$ cat src/rtl/param_moore_detector_pkg.sv
// Shared definitions for the parametrised Moore sequence detector:
// FSM states, reset pattern and legal parameter ranges.
package param_moore_detector_pkg;

   typedef enum logic [1:0] {
      IDLE    = 2'd0,
      FILLING = 2'd1,
      ARMED   = 2'd2,
      MATCH   = 2'd3
   } state_t;

   localparam logic [3:0] DEFAULT_PAT_C = 4'b1011;

   localparam int PAT_LEN_MIN = 2;
   localparam int PAT_LEN_MAX = 16;
   localparam int CNT_W_MIN   = 2;
   localparam int CNT_W_MAX   = 16;

   function automatic bit in_range(input int v, input int lo, input int hi);
      return (v >= lo) && (v <= hi);
   endfunction

endpackage

$ cat src/rtl/param_moore_detector_sat_counter.sv
// Saturating up-counter with synchronous clear; holds at all-ones.
module sat_counter #(
   parameter int W = 8
) (
   input  logic         clk,
   input  logic         rst,
   input  logic         clr,
   input  logic         inc,
   output logic [W-1:0] q
);

   always_ff @(posedge clk or posedge rst) begin
      if (rst) begin
         q <= '0;
      end else if (clr) begin
         q <= '0;
      end else if (inc && (q != '1)) begin
         q <= q + W'(1);
      end
   end

endmodule

$ cat src/rtl/param_moore_detector.sv
// Serial Moore detector: matches the last PAT_LEN valid bits against a
// runtime-loadable pattern, with overlapping or non-overlapping matches.
module param_moore_detector
   import param_moore_detector_pkg::*;
#(
   parameter int                 PAT_LEN     = 4,
   parameter logic [PAT_LEN-1:0] DEFAULT_PAT = PAT_LEN'(DEFAULT_PAT_C),
   parameter int                 CNT_W       = 8
) (
   input  logic               clk,
   input  logic               rst,
   input  logic               in_valid,
   input  logic               in_bit,
   input  logic               cfg_load,
   input  logic [PAT_LEN-1:0] cfg_pattern,
   input  logic               cfg_overlap,
   output logic               detected,
   output logic [CNT_W-1:0]   match_count,
   output state_t             o_dbg_state
);

   if (!in_range(PAT_LEN, PAT_LEN_MIN, PAT_LEN_MAX)) begin : g_bad_pat_len
      $error("param_moore_detector: PAT_LEN %0d out of range", PAT_LEN);
   end
   if (!in_range(CNT_W, CNT_W_MIN, CNT_W_MAX)) begin : g_bad_cnt_w
      $error("param_moore_detector: CNT_W %0d out of range", CNT_W);
   end

   localparam int                FILL_W    = $clog2(PAT_LEN + 1);
   localparam logic [FILL_W-1:0] FILL_FULL = FILL_W'(PAT_LEN);

   // Only PAT_LEN-1 older bits are kept; the oldest bit of a window exists
   // only in the combinational shift result used for the compare.
   state_t              r_state;
   state_t              w_state_n;
   logic [PAT_LEN-2:0]  r_hist;
   logic [PAT_LEN-2:0]  w_hist_n;
   logic [FILL_W-1:0]   r_fill;
   logic [FILL_W-1:0]   w_fill_n;
   logic [FILL_W-1:0]   w_fill_inc;
   logic [PAT_LEN-1:0]  w_shift;
   logic [PAT_LEN-1:0]  r_pattern;
   logic                r_overlap;
   logic                w_match;
   logic                w_inc;

   assign w_shift    = {r_hist, in_bit};
   assign w_fill_inc = (r_fill == FILL_FULL) ? r_fill : r_fill + FILL_W'(1);
   assign w_match    = (w_fill_inc == FILL_FULL) && (w_shift == r_pattern);
   assign w_inc      = in_valid && !cfg_load && w_match;

   always_ff @(posedge clk or posedge rst) begin
      if (rst) begin
         r_state   <= IDLE;
         r_hist    <= '0;
         r_fill    <= '0;
         r_pattern <= DEFAULT_PAT;
         r_overlap <= 1'b1;
      end else begin
         r_state <= w_state_n;
         r_hist  <= w_hist_n;
         r_fill  <= w_fill_n;
         if (cfg_load) begin
            r_pattern <= cfg_pattern;
            r_overlap <= cfg_overlap;
         end
      end
   end

   always_comb begin
      w_state_n = r_state;
      w_hist_n  = r_hist;
      w_fill_n  = r_fill;
      if (cfg_load) begin
         w_state_n = IDLE;
         w_hist_n  = '0;
         w_fill_n  = '0;
      end else if (in_valid) begin
         if (w_match) begin
            w_state_n = MATCH;
            if (r_overlap) begin
               w_hist_n = w_shift[PAT_LEN-2:0];
               w_fill_n = FILL_FULL;
            end else begin
               w_hist_n = '0;
               w_fill_n = '0;
            end
         end else begin
            w_hist_n  = w_shift[PAT_LEN-2:0];
            w_fill_n  = w_fill_inc;
            w_state_n = (w_fill_inc == FILL_FULL) ? ARMED : FILLING;
         end
      end
   end

   assign detected    = (r_state == MATCH);
   assign o_dbg_state = r_state;

   sat_counter #(
      .W (CNT_W)
   ) u_match_cnt (
      .clk (clk),
      .rst (rst),
      .clr (cfg_load),
      .inc (w_inc),
      .q   (match_count)
   );

endmodule

$ cat config.mk
export PLATFORM = sky130hd
export DESIGN_NAME = param_moore_detector
export DESIGN_NICKNAME = d
export VERILOG_FILES = /design/src/rtl/param_moore_detector_pkg.sv /design/src/rtl/param_moore_detector_sat_counter.sv /design/src/rtl/param_moore_detector.sv
export SDC_FILE = /design/constraint.sdc
export NUM_CORES = 1
export LEC_CHECK = 0
export BUFFER_PORTS_ARGS = -buffer_cell sky130_fd_sc_hd__buf_2
export CORE_ASPECT_RATIO = 0.75
export CORE_MARGIN = 1.5
export CORE_UTILIZATION = 38
export CTS_BUF_LIST = sky130_fd_sc_hd__clkbuf_4 sky130_fd_sc_hd__clkbuf_8
export CTS_CLUSTER_SIZE = 10
export DETAILED_ROUTE_END_ITERATION = 10
export PLACE_DENSITY = 0.69
export RECOVER_POWER = 100
export SLEW_MARGIN = 20
export SYNTH_ARGS = -nofsm -noshare
export SYNTH_HDL_FRONTEND = slang
export SYNTH_SLANG_ARGS = --single-unit
export TNS_END_PERCENT = 1
$ cat constraint.sdc
create_clock -name clk -period 2 [get_ports clk]
set_input_delay 0.1 -clock clk [delete_from_list [all_inputs] [get_ports clk]]
set_output_delay 0.1 -clock clk [all_outputs]
set_load 0.1 [all_outputs]
==> run metrics <==
Peak VDD IR 0.000310 V; IO Count 21; final setup fails 14; CTS Root Cell clkbuf_8; largest net degree at the start of global routing 24; RePlAce Congestion 0.795; first-pass GRT wire length 4.34 mm; H-tree Lvls 1; Cell Area, Synth 1110 um^2; ANT cells 0; number of DRC markers in iteration 0 51; grt total ovfl 0; critical path's slowest cell dfrtp_1; Vias/cell 5.31; Worst-Skew Late Latency 0.26 ns; vias in the first global route 963; Worst Tran Pin Value 0.819 ns; Max Fclk 0.469 GHz; Tot Pwr 0.891 mW; period utilization 1.07; Seq/Total Area, Yosys 0.479; Initial Utilization 0.413; startpoint types register; dpl cells 166; RSZ-0062 raised after global routing true; NumNets Final 154; I/O Buffers 20; layout cells sized above 1 0.464; drt wl/cell 14.1 um; Setup crit end kind register; DR pass1 iterations 6; failing checks hold timing, setup timing; Synth cell types 37; most common cell after layout, fill and taps aside buf_2; CTS Buf Count 3; clk slew on worst S/H paths 0.08 ns; initial antenna violation count 0; number of hold violations in the final report 17; Hold WS -0.0179 ns; CP cell instances ha_2 -> or3b_4 -> a211oi_4 -> buf_6 -> o211ai_4 -> buf_6 -> o31ai_4 -> a21oi_2; clk sinks 21; CTS tree yes; Std-Cell Rows 16; synth warn 0; PD cells 600 nW/um^2; Layout area overhead 34.0%; slowest stage delay, CP 0.42 ns; DRT Wirelength 2.49 mm; Die Y 49.8 um; filler-free cell count of the finished design 176; max-slew violations 0; Top delay family on crit path compound AO/OA/AOI/OAI gates; full die area 3250 um^2; Post-Synthesis Cells 106; status finished with violations; syn nets 119; CP most frequent cell buf_6; min Tclk post-route 2.13 ns; post-route ant nets 0; GRT Util Overall 0.172; skew final 0.00264 ns; total core area 2680 um^2; CTS Buffer Depth 2; Max-slew headroom 0.453; Critical Path AT 2.27 ns; max cap viols 0; most frequent cells in the layout 20 x buf_2, 15 x dfrtp_1, 8 x buf_4; worst min path class primary input to asynchronous set/reset pin; Worst Path Max Fanout 5; drc violations 0; WS Path Type register to register; fin util 0.553; Vias 934; synthesized area per cell 10.4 um^2; post-detail-place hpwl 1.54 mm; Chip Width 65.3 um; CP required 2.14 ns; final setup margin -0.134 ns; Buf+Inv Stages, Crit Path 2; Leak 0.637 nW; Seq cells post-synth 21
-- path summary, 6_finish.rpt --
path                                start          endpoint  slack [ns]  depth (start not counted)
max                             r_fill[1]  u_match_cnt.q[6]       -0.13                          8
min                                   rst  u_match_cnt.q[0]       -0.02                          2
min reg2reg                  r_pattern[2]      r_pattern[2]        0.56                          1
max in group asynchronous             rst  u_match_cnt.q[1]        1.46                          2
min in group clk           cfg_pattern[0]      r_pattern[0]        0.07                          2
max reg2reg                     r_fill[1]  u_match_cnt.q[6]       -0.13                          8
-- per-stage QoR --
step / worst slack (ns) / TNS (ns) / cell area, um^2
2_1_floorplan: -0.0581 / -0.133 / 1110
3_3_place_gp: -0.130 / -0.476 / 1290
3_5_place_dp: -0.210 / -0.987 / 1290
4_1_cts: -0.152 / -0.898 / 1450
5_1_grt: -0.199 / -2.32 / 1480
6_report: -0.134 / -1.35 / 1480
-- final cells by class --
cell class / instances / area, um^2
inverter: 6 / 22.5
timing repair buffer: 33 / 216
clock buffer: 3 / 41.3
fill: 243 / 1200
clock inverter: 1 / 5.00
tap: 36 / 45.0
multi-input combinational: 76 / 621
sequential: 21 / 533
-- state kept, by name, indices dropped and copies added (netlist names) --
signal and count:
r_overlap 1, r_hist 3, r_fill 3, o_dbg_state 2, u_match_cnt.q 8, r_pattern 4
-- synthesized netlist by cell type --
master | n | area, um^2
nor4_4 | 1 | 21.3
xnor2_1 | 1 | 8.76
o21a_1 | 1 | 7.51
dfrtp_1 | 17 | 425
clkbuf_1 | 2 | 7.51
dfstp_2 | 4 | 105
and4_1 | 1 | 8.76
buf_1 | 1 | 3.75
nor3b_1 | 1 | 7.51
o21ai_0 | 5 | 25.0
inv_1 | 6 | 22.5
a211oi_1 | 2 | 15.0
mux2_2 | 5 | 56.3
nand2_1 | 5 | 18.8
nand2b_1 | 2 | 12.5
or3_1 | 5 | 31.3
nand3b_1 | 3 | 22.5
o22ai_1 | 1 | 6.26
a2111oi_0 | 1 | 8.76
o31ai_1 | 2 | 15.0
or4_1 | 1 | 7.51
xor2_1 | 5 | 43.8
or2_2 | 1 | 6.26
nor2_1 | 7 | 26.3
ha_1 | 3 | 37.5
and4b_1 | 1 | 10.0
buf_6 | 1 | 11.3
a211oi_2 | 1 | 12.5
nand4_1 | 1 | 6.26
o211ai_2 | 1 | 12.5
nand3_1 | 5 | 25.0
mux2i_1 | 1 | 10.0
a21oi_1 | 8 | 40.0
nor3_1 | 1 | 5.00
and2_1 | 1 | 6.26
o32ai_1 | 1 | 8.76
or3b_1 | 1 | 8.76
-- timing repair --
action | in CTS | in global routing
gates cloned | 1 | 0
pin swaps | 13 | 3
hold buffers | 0 | 0
setup buffers | 5 | 0
hold endpoints to repair | 0 | 0
setup endpoints to repair | 8 | 14
gates resized for setup | 15 | 8
-- per-layer routing --
metal | track usage | wire length (um) | vias to the layer above
li1 | - | - | 457
met1 | 0.226 | 1170 | 450
met2 | 0.298 | 1200 | 23
met3 | 0.0160 | 80 | 4
met4 | 0.0625 | 38 | 0
met5 | 0 | 0 | -
-- logic make-up (layout without fill, tap and decap cells) --
logic type | count (synthesis) | in the layout | synth area share
buffers and inverters | 10 | 43 | 0.0407
adders and majority gates | 3 | 3 | 0.0339
muxes | 6 | 6 | 0.0599
and+or+nand+nor | 37 | 37 | 0.202
DFF | 21 | 21 | 0.479
AOI/OAI and AO/OA | 23 | 24 | 0.137
xor gates and xnor gates | 6 | 6 | 0.0475
-- report_power, final --
part	internal [mW]	switching, mW	total (mW)
Sequential	0.449	0.0160	0.465
Clock	0.139	0.142	0.281
Combinational	0.0571	0.0873	0.144
(Power assumes the default switching activity.)
